===== src/rtl/digitizer_ctrl_axil.sv =====
// rtl/digitizer_ctrl_axil.sv - AXI4-Lite control/status register window for the digitizer capture path
module digitizer_ctrl_axil #(
  parameter int          ADDR_W    = 4,
  parameter logic [31:0] PKT_RESET = 32'h0000_0100,
  parameter logic [31:0] VERSION   = 32'h0001_0000
) (
  input  logic              clk,
  input  logic              reset,
  input  logic [ADDR_W-1:0] s_axi_awaddr,
  input  logic              s_axi_awvalid,
  output logic              s_axi_awready,
  input  logic [31:0]       s_axi_wdata,
  input  logic [3:0]        s_axi_wstrb,
  input  logic              s_axi_wvalid,
  output logic              s_axi_wready,
  output logic [1:0]        s_axi_bresp,
  output logic              s_axi_bvalid,
  input  logic              s_axi_bready,
  input  logic [ADDR_W-1:0] s_axi_araddr,
  input  logic              s_axi_arvalid,
  output logic              s_axi_arready,
  output logic [31:0]       s_axi_rdata,
  output logic [1:0]        s_axi_rresp,
  output logic              s_axi_rvalid,
  input  logic              s_axi_rready,
  output logic              start,
  output logic              test_mode,
  output logic [31:0]       pkt_size,
  input  logic              busy
);

  logic        aw_full_q, aw_full_d;
  logic [1:0]  aw_idx_q, aw_idx_d;
  logic        w_full_q, w_full_d;
  logic [31:0] w_data_q, w_data_d;
  logic [3:0]  w_strb_q, w_strb_d;
  logic        bvalid_q, bvalid_d;
  logic        rvalid_q, rvalid_d;
  logic [31:0] rdata_q, rdata_d;
  logic        start_q, start_d;
  logic        test_mode_q, test_mode_d;
  logic [31:0] pkt_q, pkt_d;
  logic        done_q, done_d;
  logic        rej_q, rej_d;
  logic        busy_dly_q;
  logic [31:0] pkt_merged;
  logic        aw_hs, w_hs, ar_hs, commit;
  logic        unused_addr;

  // Ready signals come straight from state flops, never from the valids.
  assign s_axi_awready = !aw_full_q && !bvalid_q;
  assign s_axi_wready  = !w_full_q && !bvalid_q;
  assign s_axi_arready = !rvalid_q;
  assign aw_hs         = s_axi_awvalid && s_axi_awready;
  assign w_hs          = s_axi_wvalid && s_axi_wready;
  assign ar_hs         = s_axi_arvalid && s_axi_arready;
  // Both halves held: the write lands on this edge and the response goes out with it.
  assign commit        = aw_full_q && w_full_q;

  assign s_axi_bresp   = 2'b00;
  assign s_axi_bvalid  = bvalid_q;
  assign s_axi_rresp   = 2'b00;
  assign s_axi_rvalid  = rvalid_q;
  assign s_axi_rdata   = rdata_q;
  assign start         = start_q;
  assign test_mode     = test_mode_q;
  assign pkt_size      = pkt_q;

  // Only addr[3:2] selects a register; the remaining address bits are don't-care.
  assign unused_addr   = ^{s_axi_awaddr, s_axi_araddr};

  // Write channel: independent AW/W holding registers and the B response.
  always_comb begin
    aw_full_d = aw_full_q;
    aw_idx_d  = aw_idx_q;
    w_full_d  = w_full_q;
    w_data_d  = w_data_q;
    w_strb_d  = w_strb_q;
    bvalid_d  = bvalid_q;
    if (commit) begin
      aw_full_d = 1'b0;
      w_full_d  = 1'b0;
      bvalid_d  = 1'b1;
    end else begin
      if (aw_hs) begin
        aw_full_d = 1'b1;
        aw_idx_d  = s_axi_awaddr[3:2];
      end
      if (w_hs) begin
        w_full_d = 1'b1;
        w_data_d = s_axi_wdata;
        w_strb_d = s_axi_wstrb;
      end
      if (bvalid_q && s_axi_bready) bvalid_d = 1'b0;
    end
  end

  // Register file update on commit; a busy falling edge sets DONE and wins over W1C.
  always_comb begin
    start_d     = 1'b0;
    test_mode_d = test_mode_q;
    pkt_d       = pkt_q;
    done_d      = done_q;
    rej_d       = rej_q;
    pkt_merged  = pkt_q;
    for (int b = 0; b < 4; b++) begin
      if (w_strb_q[b]) pkt_merged[8*b +: 8] = w_data_q[8*b +: 8];
    end
    if (commit) begin
      case (aw_idx_q)
        2'd0: if (w_strb_q[0]) begin
          test_mode_d = w_data_q[1];
          if (w_data_q[0]) begin
            if (busy) rej_d = 1'b1;
            else      start_d = 1'b1;
          end
        end
        2'd1: if (w_strb_q[0]) begin
          if (w_data_q[1]) done_d = 1'b0;
          if (w_data_q[2]) rej_d  = 1'b0;
        end
        2'd2: if (pkt_merged != 32'd0) pkt_d = pkt_merged;
        default: ;
      endcase
    end
    if (busy_dly_q && !busy) done_d = 1'b1;
  end

  // Read channel: capture the addressed register on the AR handshake and hold until taken.
  always_comb begin
    rvalid_d = rvalid_q;
    rdata_d  = rdata_q;
    if (ar_hs) begin
      rvalid_d = 1'b1;
      case (s_axi_araddr[3:2])
        2'd0:    rdata_d = {30'd0, test_mode_q, 1'b0};
        2'd1:    rdata_d = {29'd0, rej_q, done_q, busy};
        2'd2:    rdata_d = pkt_q;
        default: rdata_d = VERSION;
      endcase
    end else if (rvalid_q && s_axi_rready) begin
      rvalid_d = 1'b0;
    end
  end

  // State registers with synchronous reset.
  always_ff @(posedge clk) begin
    if (reset) begin
      aw_full_q   <= 1'b0;
      aw_idx_q    <= 2'd0;
      w_full_q    <= 1'b0;
      w_data_q    <= 32'd0;
      w_strb_q    <= 4'd0;
      bvalid_q    <= 1'b0;
      rvalid_q    <= 1'b0;
      rdata_q     <= 32'd0;
      start_q     <= 1'b0;
      test_mode_q <= 1'b0;
      pkt_q       <= PKT_RESET;
      done_q      <= 1'b0;
      rej_q       <= 1'b0;
      busy_dly_q  <= 1'b0;
    end else begin
      aw_full_q   <= aw_full_d;
      aw_idx_q    <= aw_idx_d;
      w_full_q    <= w_full_d;
      w_data_q    <= w_data_d;
      w_strb_q    <= w_strb_d;
      bvalid_q    <= bvalid_d;
      rvalid_q    <= rvalid_d;
      rdata_q     <= rdata_d;
      start_q     <= start_d;
      test_mode_q <= test_mode_d;
      pkt_q       <= pkt_d;
      done_q      <= done_d;
      rej_q       <= rej_d;
      busy_dly_q  <= busy;
    end
  end

endmodule


===== config.mk =====
export PLATFORM = sky130hd
export DESIGN_NAME = digitizer_ctrl_axil
export DESIGN_NICKNAME = d
export VERILOG_FILES = /design/src/rtl/digitizer_ctrl_axil.sv
export SDC_FILE = /design/constraint.sdc
export NUM_CORES = 1
export LEC_CHECK = 0
export BUFFER_PORTS_ARGS = -buffer_cell sky130_fd_sc_hd__buf_2
export CAP_MARGIN = 20
export CORE_ASPECT_RATIO = 1.25
export CORE_MARGIN = 8
export CORE_UTILIZATION = 45
export CTS_CLUSTER_DIAMETER = 150
export CTS_CLUSTER_SIZE = 8
export DETAILED_ROUTE_END_ITERATION = 8
export GPL_ROUTABILITY_DRIVEN = 0
export PLACE_DENSITY = 0.79
export SYNTH_ARGS = -nofsm -noshare
export SYNTH_HDL_FRONTEND = slang
export SYNTH_SLANG_ARGS = --single-unit

===== constraint.sdc =====
create_clock -name clk -period 2.47 [get_ports clk]
set_input_delay 0.1235 -clock clk [delete_from_list [all_inputs] [get_ports clk]]
set_output_delay 0.1235 -clock clk [all_outputs]
set_load 0.03 [all_outputs]

==> impl_table.tex <==
\begin{tabular}{lr}
\hline
Metric & Value \\
\hline
\multicolumn{2}{l}{\textbf{Floorplan}} \\
\quad Vertical die dimension & 127.8 um \\
\quad Die Footprint & 13470 sq um \\
\quad Floorplan die width & 105.4 um \\
\quad Core region area & 9901 sq um \\
\quad I/O pin total & 127 \\
\quad Standard-cell row count & 41 \\
\quad Initial cell density of the core & 45.44\% \\
\multicolumn{2}{l}{\textbf{Run status}} \\
\quad Run status & complete, no violations \\
\multicolumn{2}{l}{\textbf{Finish}} \\
\quad Utilization of the core after routing & 55.72\% \\
\quad Count of inserted antenna diode cells & 0 \\
\quad Area growth syn-to-layout & 22.61\% \\
\quad Commonest cells after routing, fill and taps aside & sky130\_fd\_sc\_hd\_\_buf\_2 (117), sky130\_fd\_sc\_hd\_\_dfxtp\_1 (111), sky130\_fd\_sc\_hd\_\_nand2\_1 (82) \\
\quad Final Net Count & 662 \\
\quad Commonest non-fill, non-tap cell in the layout & sky130\_fd\_sc\_hd\_\_buf\_2 \\
\quad Fraction of final layout cells sized beyond drive strength 1 & 23.86\% \\
\multicolumn{2}{l}{\textbf{STA}} \\
\quad Final critical-path required period & 2094 ps \\
\quad Number of setup violations in the final report & 0 \\
\quad Share of the clock period used by the worst path & 84.79\% \\
\quad Count of pins over their slew limit & 0 \\
\quad Hold violation total from the final report & 0 \\
\quad Maximum operating frequency & 477.5 MHz \\
\quad Post-Route Setup TNS & 0 ps \\
\quad Slew at the pin closest to its max-slew limit & 765.2 ps \\
\quad Final worst clock skew & 6.614 ps \\
\quad RSZ-0062 raised after global routing & false \\
\quad Slew headroom & 48.87\% \\
\multicolumn{2}{l}{\textbf{Setup path}} \\
\quad Count of cells along the worst register-to-register path & 5 \\
\quad CP Data Required Time & 2680 ps \\
\quad Kind of critical path & flip-flop to flip-flop \\
\quad Crit. End Element & flip-flop \\
\quad Worst reg-to-reg setup slack & 380 ps \\
\quad End of the worst register-to-register path & pkt\_size[21] \\
\quad Element type at the critical path start & flip-flop \\
\quad Crit-path max FO & 8 \\
\quad Worst Path Arrival & 2300 ps \\
\quad Worst r2r src & pkt\_size[16] \\
\multicolumn{2}{l}{\textbf{GRT}} \\
\quad All-Layer GR Usage & 17.51\% \\
\quad Pin count of the biggest net entering global routing & 60 \\
\quad Vias in the first global route & 3943 \\
\quad Total overflow reported by the global router & 0 \\
\quad Number of antenna violations at the first check in global routing & 0 \\
\quad Global-route wire length before repair & 19260 um \\
\multicolumn{2}{l}{\textbf{Placed design}} \\
\quad Detail Placement HPWL & 8719 um \\
\quad Number of buffers inserted by port buffering & 118 \\
\multicolumn{2}{l}{\textbf{Worst hold path}} \\
\quad Cell depth of the worst min-delay path & 3 \\
\quad Capture endpoint of the worst hold path & w\_data\_q[5] \\
\quad Min-delay src & s\_axi\_wdata[5] \\
\quad Hold WC Path Type & primary input to flip-flop \\
\multicolumn{2}{l}{\textbf{Logic synthesis}} \\
\quad Post-synth design cell area & 4499 sq um \\
\quad Post-Synthesis Mean Instance Area & 8.910 sq um \\
\quad Count of state elements after synthesis & 111 \\
\quad Portion of the post-synthesis area used by sequential elements & 49.39\% \\
\quad Cell count after synthesis & 505 \\
\quad Synth warnings & 0 \\
\quad Count of distinct cell types in the synthesized netlist & 32 \\
\multicolumn{2}{l}{\textbf{Detailed routing}} \\
\quad Via-to-Cell Ratio & 5.216 \\
\quad DR WL/cell & 16.02 um \\
\quad Routed via count & 3865 \\
\quad First-pass iteration count of the detailed router & 5 \\
\quad Final WL & 11870 um \\
\quad Detailed router's first-iteration violation count & 183 \\
\quad DRC errors left & 0 \\
\quad Post-route ant nets & 0 \\
\multicolumn{2}{l}{\textbf{Clock tree}} \\
\quad Number of buffers inserted during clock tree synthesis & 9 \\
\quad Cell at the root of the clock tree & sky130\_fd\_sc\_hd\_\_clkbuf\_16 \\
\quad Clk sinks & 111 \\
\quad Clock transition at the registers of the reported paths & 70 ps \\
\quad TritonCTS clock tree & yes \\
\quad PostCTS Resize Cnt & 0 \\
\quad Clock insertion delay at the later pin of the skew report & 340 ps \\
\quad Worst-case clock buffer depth & 2 \\
\quad Number of H-tree branching levels & 3 \\
\multicolumn{2}{l}{\textbf{Run}} \\
\quad Count of maximum capacitance violations & 0 \\
\multicolumn{2}{l}{\textbf{Pwr}} \\
\quad Worst IR drop on VDD & 0.0003628 V \\
\quad Leakage power of the design & 2.204 nW \\
\quad Power per standard cell area & 695.4 nW/um\^{}2 \\
\hline
\end{tabular}
cell type report:
cell class / count / area (sq um)
clock buffers: 9 / 225.2
inverters: 2 / 7.507
well taps: 129 / 161.4
flip-flops and latches: 111 / 2222
multi-input cells: 360 / 2135
clock inverters: 4 / 97.59
fillers: 872 / 4384
repair buffers: 126 / 668.1
Yosys cell counts:
cell type	n	area share, %
sky130_fd_sc_hd__nor4b_2	1	0.33
sky130_fd_sc_hd__mux2i_1	34	7.6
sky130_fd_sc_hd__nor2_1	44	3.7
sky130_fd_sc_hd__a21oi_1	48	5.3
sky130_fd_sc_hd__nor3b_1	1	0.17
sky130_fd_sc_hd__and2_1	2	0.28
sky130_fd_sc_hd__nand4b_1	1	0.19
sky130_fd_sc_hd__nand3_1	4	0.44
sky130_fd_sc_hd__o22ai_1	1	0.14
sky130_fd_sc_hd__nand2_1	82	6.8
sky130_fd_sc_hd__a22oi_1	29	4.8
sky130_fd_sc_hd__o21bai_1	1	0.17
sky130_fd_sc_hd__a211oi_1	2	0.33
sky130_fd_sc_hd__buf_4	4	0.67
sky130_fd_sc_hd__nor4_1	12	1.7
sky130_fd_sc_hd__nor2b_1	4	0.56
sky130_fd_sc_hd__dfxtp_1	111	49
sky130_fd_sc_hd__a211oi_4	4	1.8
sky130_fd_sc_hd__o21ai_0	3	0.33
sky130_fd_sc_hd__nand4_1	4	0.56
sky130_fd_sc_hd__nor4_4	1	0.47
sky130_fd_sc_hd__inv_1	2	0.17
sky130_fd_sc_hd__conb_1	1	0.083
sky130_fd_sc_hd__nor3b_2	1	0.28
sky130_fd_sc_hd__nor3_1	6	0.67
sky130_fd_sc_hd__a221oi_4	1	0.58
sky130_fd_sc_hd__clkbuf_1	30	2.5
sky130_fd_sc_hd__nand3b_1	1	0.17
sky130_fd_sc_hd__nand2b_1	66	9.2
sky130_fd_sc_hd__a221oi_1	2	0.39
sky130_fd_sc_hd__buf_1	1	0.083
sky130_fd_sc_hd__o211ai_1	1	0.17
logic make-up (layout without fill, tap and decap cells):
kind of cell	Yosys count	in the layout	share of synthesized area, %
other	1	4	0.08335
multiplexers	34	34	7.564
AO/OA/AOI/OAI	92	92	14.07
flip-flops	111	111	49.39
buffers and inverters	37	141	3.421
AND/OR/NAND/NOR	230	230	25.47
worst max-delay path, cell delays in order, from the launching register on:
cell	delay, ps
sky130_fd_sc_hd__dfxtp_1	390
sky130_fd_sc_hd__nor4_1	390
sky130_fd_sc_hd__nand3b_1	190
sky130_fd_sc_hd__a221oi_4	560
sky130_fd_sc_hd__a211oi_4	240
sky130_fd_sc_hd__mux2i_1	180
power breakdown:
group | switching [mW] | total (mW) | internal [mW]
Sequential | 0.0585 | 1.90 | 1.84
Clock | 0.610 | 1.58 | 0.974
Combinational | 0.219 | 0.351 | 0.132
Total | 0.887 | 3.84 | 2.95
worst max-delay path by stage:
stage	start	to	depth (start not counted)
after floorplan	s_axi_bvalid	w_data_q[26]	6
after global placement	pkt_size[16]	pkt_size[22]	5
after detailed placement	pkt_size[16]	pkt_size[21]	5
after CTS	pkt_size[16]	pkt_size[21]	5
after global routing	w_strb_q[0]	pkt_size[13]	5
final	pkt_size[16]	pkt_size[21]	5
what timing repair did:
action                                  in CTS  in global routing
endpoints found under the setup margin       0                  0
endpoints found under the hold margin        1                  0
hold buffers                                 1                  0
buffers inserted                             0                  0
through the flow:
stage          worst slack [ps]  hold slack, ps  total power, mW  cells  cell area [sq um]
6_report                  375.7           17.15            3.836    741               5517
5_1_grt                   231.8           16.17            3.970    741               5517
4_1_cts                   335.3           5.396            3.862    741               5517
3_5_place_dp              368.8           320.8            2.289    727               5184
3_3_place_gp              435.4           306.0            2.277    727               5184
2_1_floorplan             566.8           202.2            2.174    508               4511
registers in the layout (all words and copies together), names as in the netlist:
register / flops
pkt_size: 32
s_axi_rdata: 32
w_data_q: 32
w_strb_q: 4
aw_idx_q: 2
aw_full_q: 1
busy_dly_q: 1
done_q: 1
rej_q: 1
s_axi_bvalid: 1
s_axi_rvalid: 1
start: 1
test_mode: 1
w_full_q: 1
layer usage:
metal	track usage, %	share of wire, %	up-vias
met2	30.87	51	99
li1	-	-	1919
met5	0	0	-
met3	3.169	4.4	19
met4	8.586	2.5	0
met1	19.80	42	1828
(Power assumes the default switching activity.)
